===== src/rtl/tc_io_gpio_bank.sv =====
// tc_io_gpio_bank: a bank of GPIO pad channels.
// Core-side requests become registered pad-cell controls (push-pull or
// open-drain, Schmitt, pulls). Raw pad inputs are synchronised and
// glitch-filtered into in_o. Accepted rising and falling edges set sticky
// write-1-to-clear pending bits, and irq_o is the OR of those bits.
//
// Handshake: this block has no valid/ready interfaces. Every input is
// sampled on every clk_i edge. irq_clr_i is a one-cycle write-1-to-clear
// strobe, and a new edge event in the same cycle wins over the clear.
module tc_io_gpio_bank #(
    parameter int NUM_PADS = 8,
    parameter int FILT_W   = 4
) (
    input  logic                clk_i,
    input  logic                rst_n_i,

    // core-side output controls
    input  logic [NUM_PADS-1:0] out_i,
    input  logic [NUM_PADS-1:0] oen_i,
    input  logic [NUM_PADS-1:0] od_i,
    input  logic [NUM_PADS-1:0] cs_i,
    input  logic [NUM_PADS-1:0] pu_i,
    input  logic [NUM_PADS-1:0] pd_i,

    // input filter and interrupt configuration
    input  logic [FILT_W-1:0]   filt_thr_i,
    input  logic [NUM_PADS-1:0] irq_rise_en_i,
    input  logic [NUM_PADS-1:0] irq_fall_en_i,
    input  logic [NUM_PADS-1:0] irq_clr_i,

    // pad side
    input  logic [NUM_PADS-1:0] pad_p2c_i,
    output logic [NUM_PADS-1:0] pad_c2p_o,
    output logic [NUM_PADS-1:0] pad_c2p_en_o,
    output logic [NUM_PADS-1:0] pad_cs_o,
    output logic [NUM_PADS-1:0] pad_pu_o,
    output logic [NUM_PADS-1:0] pad_pd_o,

    // core-side input status
    output logic [NUM_PADS-1:0] in_o,
    output logic [NUM_PADS-1:0] irq_pend_o,
    output logic                irq_o
);

    // ------------------------------------------------------------------
    // Pad-cell control path
    // ------------------------------------------------------------------
    logic [NUM_PADS-1:0] c2p_d,    c2p_q;
    logic [NUM_PADS-1:0] c2p_en_d, c2p_en_q;
    logic [NUM_PADS-1:0] cs_d,     cs_q;
    logic [NUM_PADS-1:0] pu_d,     pu_q;
    logic [NUM_PADS-1:0] pd_d,     pd_q;

    // Output mode decode: open-drain only ever pulls low, so it enables the
    // driver when the data is 0 and holds the driven value at 0.
    // Conflicting pull requests cancel so the pad is never pulled both ways.
    always_comb begin
        c2p_d    = out_i & ~od_i;
        c2p_en_d = oen_i & ~(od_i & out_i);
        cs_d     = cs_i;
        pu_d     = pu_i & ~pd_i;
        pd_d     = pd_i & ~pu_i;
    end

    // Register the pad controls. Reset leaves every pad tristate with no pulls.
    always_ff @(posedge clk_i or negedge rst_n_i) begin
        if (!rst_n_i) begin
            c2p_q    <= '0;
            c2p_en_q <= '0;
            cs_q     <= '0;
            pu_q     <= '0;
            pd_q     <= '0;
        end else begin
            c2p_q    <= c2p_d;
            c2p_en_q <= c2p_en_d;
            cs_q     <= cs_d;
            pu_q     <= pu_d;
            pd_q     <= pd_d;
        end
    end

    assign pad_c2p_o    = c2p_q;
    assign pad_c2p_en_o = c2p_en_q;
    assign pad_cs_o     = cs_q;
    assign pad_pu_o     = pu_q;
    assign pad_pd_o     = pd_q;

    // ------------------------------------------------------------------
    // Input synchroniser and glitch filter
    // ------------------------------------------------------------------
    logic [NUM_PADS-1:0]             s1_q, s2_q;
    logic [NUM_PADS-1:0]             in_d, in_q_r;
    logic [NUM_PADS-1:0][FILT_W-1:0] cnt_d, cnt_q;
    logic [NUM_PADS-1:0][FILT_W:0]   cnt_inc;
    logic [FILT_W:0]                 thr_eff;

    // Two-flop synchroniser. Nothing downstream looks at pad_p2c_i directly.
    always_ff @(posedge clk_i or negedge rst_n_i) begin
        if (!rst_n_i) begin
            s1_q <= '0;
            s2_q <= '0;
        end else begin
            s1_q <= pad_p2c_i;
            s2_q <= s1_q;
        end
    end

    // A threshold of 0 behaves like 1, so there is always at least one
    // stable cycle before a change is accepted.
    always_comb begin
        thr_eff = {1'b0, filt_thr_i};
        if (filt_thr_i == '0) begin
            thr_eff = {{FILT_W{1'b0}}, 1'b1};
        end
    end

    // The increment is one bit wider than the counter. An all-ones count
    // therefore always satisfies the compare, and the counter cannot wrap.
    for (genvar g = 0; g < NUM_PADS; g++) begin : g_inc
        assign cnt_inc[g] = {1'b0, cnt_q[g]} + {{FILT_W{1'b0}}, 1'b1};
    end

    // Per-channel filter step. The >= compare means a threshold lowered
    // mid-count is satisfied on the next mismatching cycle.
    always_comb begin
        cnt_d = cnt_q;
        in_d  = in_q_r;
        for (int i = 0; i < NUM_PADS; i++) begin
            if (s2_q[i] == in_q_r[i]) begin
                cnt_d[i] = '0;
            end else if (cnt_inc[i] >= thr_eff) begin
                in_d[i]  = s2_q[i];
                cnt_d[i] = '0;
            end else begin
                cnt_d[i] = cnt_inc[i][FILT_W-1:0];
            end
        end
    end

    // Filter state. Reset abandons any count that is in progress.
    always_ff @(posedge clk_i or negedge rst_n_i) begin
        if (!rst_n_i) begin
            cnt_q  <= '0;
            in_q_r <= '0;
        end else begin
            cnt_q  <= cnt_d;
            in_q_r <= in_d;
        end
    end

    assign in_o = in_q_r;

    // ------------------------------------------------------------------
    // Edge detection and sticky interrupt pending bits
    // ------------------------------------------------------------------
    logic [NUM_PADS-1:0] in_dly_q;
    logic [NUM_PADS-1:0] rise, fall, irq_set;
    logic [NUM_PADS-1:0] pend_d, pend_q;

    // Edges are taken against the previous filtered value.
    // A set takes priority over a same-cycle clear.
    always_comb begin
        rise    = in_q_r & ~in_dly_q;
        fall    = ~in_q_r & in_dly_q;
        irq_set = (rise & irq_rise_en_i) | (fall & irq_fall_en_i);
        pend_d  = irq_set | (pend_q & ~irq_clr_i);
    end

    // Delayed copy of in_o and the pending register.
    always_ff @(posedge clk_i or negedge rst_n_i) begin
        if (!rst_n_i) begin
            in_dly_q <= '0;
            pend_q   <= '0;
        end else begin
            in_dly_q <= in_q_r;
            pend_q   <= pend_d;
        end
    end

    assign irq_pend_o = pend_q;
    assign irq_o      = |pend_q;

endmodule


===== config.mk =====
export PLATFORM = sky130hd
export DESIGN_NAME = tc_io_gpio_bank
export DESIGN_NICKNAME = d
export VERILOG_FILES = /design/src/rtl/tc_io_gpio_bank.sv
export SDC_FILE = /design/constraint.sdc
export NUM_CORES = 1
export LEC_CHECK = 0
export BUFFER_PORTS_ARGS = -buffer_cell sky130_fd_sc_hd__buf_2
export CORE_MARGIN = 5
export CORE_UTILIZATION = 52
export DETAILED_ROUTE_END_ITERATION = 7
export PLACE_DENSITY_LB_ADDON = 0.15
export SYNTH_ARGS = -nofsm -noshare
export SYNTH_HDL_FRONTEND = slang
export SYNTH_SLANG_ARGS = --single-unit

===== constraint.sdc =====
create_clock -name clk_i -period 2.6 [get_ports clk_i]
set_input_delay 0.52 -clock clk_i [delete_from_list [all_inputs] [get_ports clk_i]]
set_output_delay 0.52 -clock clk_i [all_outputs]
set_load 0.02 [all_outputs]

Word-level counts from Yosys, hierarchy flattened
Index checks and enable logic that the tools add are counted.
W data, S select, Z words.
{"block": "classes", "n_addsub": 8, "n_eq_ne": 8, "muxes": 17, "multipliers": 0, "div_mod_pow": 0, "shift": 0, "n_reduce_logical": 10, "bitwise_logic": 27, "order_cmp": 8}
{"cell": "$and A8 B8 Y8", "n": 10}
{"cell": "$mux W4", "n": 17}
{"cell": "$not A8 Y8", "n": 7}
{"cell": "$add A4 B1 Y5 const B", "n": 8}
{"cell": "$ge A5 B5 Y1", "n": 8}
{"cell": "$or A8 B8 Y8", "n": 2}
{"cell": "$reduce_and A2 Y1", "n": 8}
{"cell": "$eq A1 B1 Y1", "n": 8}
{"cell": "$not A1 Y1", "n": 8}
{"cell": "$reduce_or A8 Y1", "n": 1}
{"cell": "$logic_not A4 Y1", "n": 1}
{"block": "totals", "latch_bits": 0, "ff_bits": 112, "romBits": 0, "ram_bits": 0, "n_memories": 0, "elab_cells": 103}

Logic depth before layout (Yosys ltp)
{"block": "logic_depth", "ltp_word": 5, "mapped_depth": 9}

Worst setup path before layout
Ideal clock, no wire load.
{"block": "synth_timing", "path_kind": "input to register", "start": "input filt_thr_i[3]", "end": "register in_q_r[2], in the netlist in_o[2]", "arrival_ns": 2.575, "stages": 9, "slack_ns": -0.100, "t_required_ns": 2.475, "path_cell_list": "or2_2 clkbuf_1 o21bai_1 ha_1 nand2b_1 a211oi_1 o21a_1 o211ai_1 mux2_2"}
{"block": "synth_via", "elab_chain_cells": 4}
{"element": "start: declaration", "line": "26", "text": "input logic [FILT_W-1:0] filt_thr_i,"}
{"element": "$logic_not A4 Y1", "line": "112", "text": "if (filt_thr_i == '0) begin"}
{"element": "$mux W4 *", "line": "112"}
{"element": "$ge A5 B5 Y1 *", "line": "131", "text": "end else if (cnt_inc[i] >= thr_eff) begin"}
{"element": "$reduce_and A2 Y1 (no source line) *"}
{"element": "end signal: assignment", "line": "147", "text": "in_q_r <= in_d;"}
{"element": "end: declaration", "line": "92", "text": "logic [NUM_PADS-1:0] in_d, in_q_r;"}
Mark *: on every way between the ends. The rest lies on a longest branch, timed or not.
A chain may end at the register's enable or synchronous reset.

Worst setup path after layout
{"block": "layout_timing", "start": "register pend_q[2], in the netlist irq_pend_o[2]", "end": "output irq_o"}
{"block": "layout_via", "elab_chain_cells": 1}
{"element": "start: declaration", "line": "158", "text": "logic [NUM_PADS-1:0] pend_d, pend_q;"}
{"element": "start signal: assignment", "line": "176", "text": "pend_q <= pend_d;"}
{"element": "$reduce_or A8 Y1", "line": "181", "text": "assign irq_o = |pend_q;"}
{"element": "end: declaration", "line": "42", "text": "output logic irq_o"}
Every way passes these cells.

==> flow_metrics.tcl <==
set metrics [dict create \
    status "completed" \
    cpPeakStageDelay_ns 0.61 \
    cts.sinks 112 \
    die_w_um 106.9 \
    hpwl_um 7552 \
    netlist_instances 399 \
    grt-ovfl-total 0 \
    port_buffers 142 \
    fmax_ghz 0.4514 \
    ioPinCount 143 \
    design_area_mm2 0.006008 \
    fin_crit_ns 2.215 \
    drive_above_1_share_pct 34.64 \
    worst_path_max_delay_cell "nor4_1" \
    critPathKind "flop to output pin" \
    crit_end "irq_o" \
    syn_to_final_growth_pct 22.97 \
    hold_violations 0 \
    drv_cap 0 \
    first_global_vias 3703 \
    cts_root_buf "clkbuf_8" \
    crit_required_ns 2.08 \
    placed_cell_area_mm2 0.005783 \
    r2r_cells 7 \
    routedWlPerCell_um 14.65 \
    yosysSeqAreaShare_pct 57.36 \
    postSynth.asyncResetShare_pct 100.0 \
    p_int_uw 3461 \
    rsz0062_at_grt "no" \
    finalNetCount 666 \
    synthesis.nets 510 \
    setup_viol 0 \
    drt_first_pass_iters 4 \
    synth_ff_type "dfrtp_1" \
    switchingPower_uw 1869 \
    critPathLaunchType "flop" \
    dieArea_mm2 0.01144 \
    fill_cells 733 \
    cts_buffers 9 \
    comb_power_share_pct 32.9 \
    grt_max_degree 47 \
    holdBufCountCts 0 \
    slew_violations 0 \
    clk_latency_ns 0.37 \
    drtIter0Drc 125 \
    coreArea_mm2 0.009196 \
    crit_fanout 3 \
    synth_area_mm2 0.004886 \
    cts-resized-gates 0 \
    r2r_start "cnt_q[8]" \
    clk_pin_slew_ns 0.10 \
    synth_edf_count 0 \
    pwr-share-seq_pct 45.4 \
    power.leakage_uw 0.002992 \
    vias_per_cell 5.279 \
    rrSetupSlack_ns 0.50 \
    setup_tns_ns 0 \
    worst_pin_slew_ns 0.6600 \
    cts_tree "built" \
    clk_path_buf_depth 2 \
    n_antenna_cell 0 \
    ys_ff_latch 112 \
    clock_skew_ns 0.005040 \
    yosysWarnings 0 \
    antenna_found_initial 0 \
    postRouteWirelength_um 9829 \
    hp-class "primary input to asynchronous set/reset pin" \
    synth.distinct_cells 40 \
    critical_path.startpoint "irq_pend_o[2]" \
    place_congestion 0.8324 \
    cp-end-kind "output pin" \
    start_util_pct 53.13 \
    fp.dieH_um 106.9 \
    grt_use_total_pct 18.40 \
    postRouteAntennaNets 0 \
    multi_input_area_mm2 0.001973 \
    ir_worst_vdd_mv 0.4796 \
    clkPwrFrac_pct 21.7 \
    syn_avg_cell_area_um2 12.25 \
    ff_latch_area_mm2 0.002803 \
    worst_ep_arrival_time_ns 1.70 \
    post_cts_buffers 0 \
    relSlewSlack_pct 55.60 \
    timing.final.crit_share_pct 85.20 \
    htree_num_levels 3 \
    num_rows 35 \
    grt_pass1_wl_um 16790 \
    swShare_pct 35.07 \
    crit_chain "nor4_1, nand2_1, buf_2" \
    rr_endpoint "in_o[2]" \
    power_density_mw_per_mm2 887.2 \
    via_count 3542 \
    drc_errors 0 \
]
-- cells in the mapped netlist, types with 2 or more instances --
library cell / count / area (um2)
inv_1: 23 / 86.33
clkbuf_1: 2 / 7.510
dfrtp_1: 112 / 2803
nand2b_1: 8 / 50.05
nand2_1: 18 / 67.56
ha_1: 25 / 312.8
mux2_4: 7 / 105.1
xor2_1: 10 / 87.58
a21boi_0: 8 / 60.06
a221oi_1: 7 / 61.31
o211a_1: 7 / 70.07
o22a_1: 2 / 17.52
nor2_1: 30 / 112.6
o211ai_2: 5 / 62.56
and2_2: 2 / 15.01
or4_1: 7 / 52.55
nor2b_1: 31 / 193.9
nand3b_1: 8 / 60.06
o2111ai_1: 2 / 17.52
nand3_1: 9 / 45.04
nor3_1: 2 / 10.01
and2_1: 12 / 75.07
o211ai_1: 3 / 22.52
o2111ai_2: 5 / 75.07
or3_1: 6 / 37.54
a21oi_1: 8 / 40.04
or3_2: 2 / 15.01
o221ai_1: 8 / 70.07
xnor2_1: 14 / 122.6
nor4_1: 2 / 12.51
o22a_2: 5 / 50.05
-- critical path: cells and delay by family (launching register included) --
kind | cells | cell delay, ns
flops | 1 | 0.41
buf+inv | 1 | 0.19
simple gates | 2 | 0.72
-- cell type report --
| cell class | instances | share of cell area, % |
|---|---|---|
| sequential | 112 | 46.65 |
| clock buffer | 10 | 2.124 |
| tap | 111 | 2.312 |
| timing repair buffer | 149 | 12.95 |
| multi-input combinational | 259 | 32.84 |
| clock inverter | 6 | 1.624 |
| inverter | 24 | 1.499 |
-- cell families (layout without fill, tap and decap cells) --
| family | count (synthesis) | after routing | share of synthesized area (%) |
|---|---|---|---|
| AOI/OAI and AO/OA | 63 | 63 | 11.65 |
| xor gates and xnor gates | 24 | 24 | 4.302 |
| adders and majority gates | 25 | 25 | 6.402 |
| buffers and inverters | 28 | 189 | 2.330 |
| DFF | 112 | 112 | 57.36 |
| muxes | 8 | 8 | 2.382 |
| and+or+nand+nor | 139 | 139 | 15.57 |
-- cell usage in the layout, fill, tap and decap left out, types with 10 or more instances in the layout --
cell type / Yosys / layout
nor2_1: 30 / 30
and2_1: 12 / 12
ha_1: 25 / 25
buf_2: 1 / 141
inv_1: 23 / 23
xnor2_1: 14 / 14
xor2_1: 10 / 10
nand2_1: 18 / 18
dfrtp_1: 112 / 112
nor2b_1: 31 / 31
-- metrics by stage --
stage / hold slack (ns) / total power [uW] / util, % / worst slack, ns / cells
2_1_floorplan: 0.2244 / 3647 / - / 0.05796 / 399
3_3_place_gp: 0.3327 / 4144 / 62.88 / 0.07909 / 655
3_5_place_dp: 0.3347 / 4220 / 62.88 / 0.05894 / 655
4_1_cts: 0.1012 / 5395 / 65.33 / 0.3501 / 671
5_1_grt: 0.1238 / 5719 / 65.33 / 0.3196 / 671
6_report: 0.1002 / 5330 / 65.33 / 0.3848 / 671
-- flip-flops by register name (all words and copies together), names as in the netlist --
register	flops
pad_c2p_o	8
in_dly_q	8
irq_pend_o	8
pad_pu_o	8
s2_q	8
pad_cs_o	8
cnt_q	32
pad_c2p_en_o	8
in_o	8
pad_pd_o	8
s1_q	8
-- worst min-delay path by stage --
stage,start,endpoint,slack (ns),cells after the start
2_1_floorplan,rst_n_i,cnt_q[0],0.22,0
5_1_grt,rst_n_i,s1_q[3],0.12,1
3_5_place_dp,s1_q[4],s2_q[4],0.33,0
3_3_place_gp,s1_q[4],s2_q[4],0.33,0
4_1_cts,rst_n_i,irq_pend_o[2],0.10,1
6_report,rst_n_i,irq_pend_o[2],0.10,1
-- metal layers --
metal | up-vias | track usage [%] | part of all wire [%]
met1 | 1704 | 21.92 | 40
met2 | 107 | 30.35 | 49
met4 | 0 | 6.941 | 2.3
li1 | 1713 | - | -
met5 | - | 0 | 0
met3 | 18 | 6.984 | 8.4
-- power by group through the flow --
| stage | logic (uW) | registers, uW | clock network, uW |
|---|---|---|---|
| floorplan | 1070 | 2580 | 0 |
| global placement | 1710 | 2440 | 0 |
| detailed placement | 1760 | 2460 | 0 |
| CTS | 1780 | 2420 | 1190 |
| global route | 1970 | 2490 | 1260 |
| finish | 1750 | 2420 | 1160 |
Power figures use the tool's default switching activity.
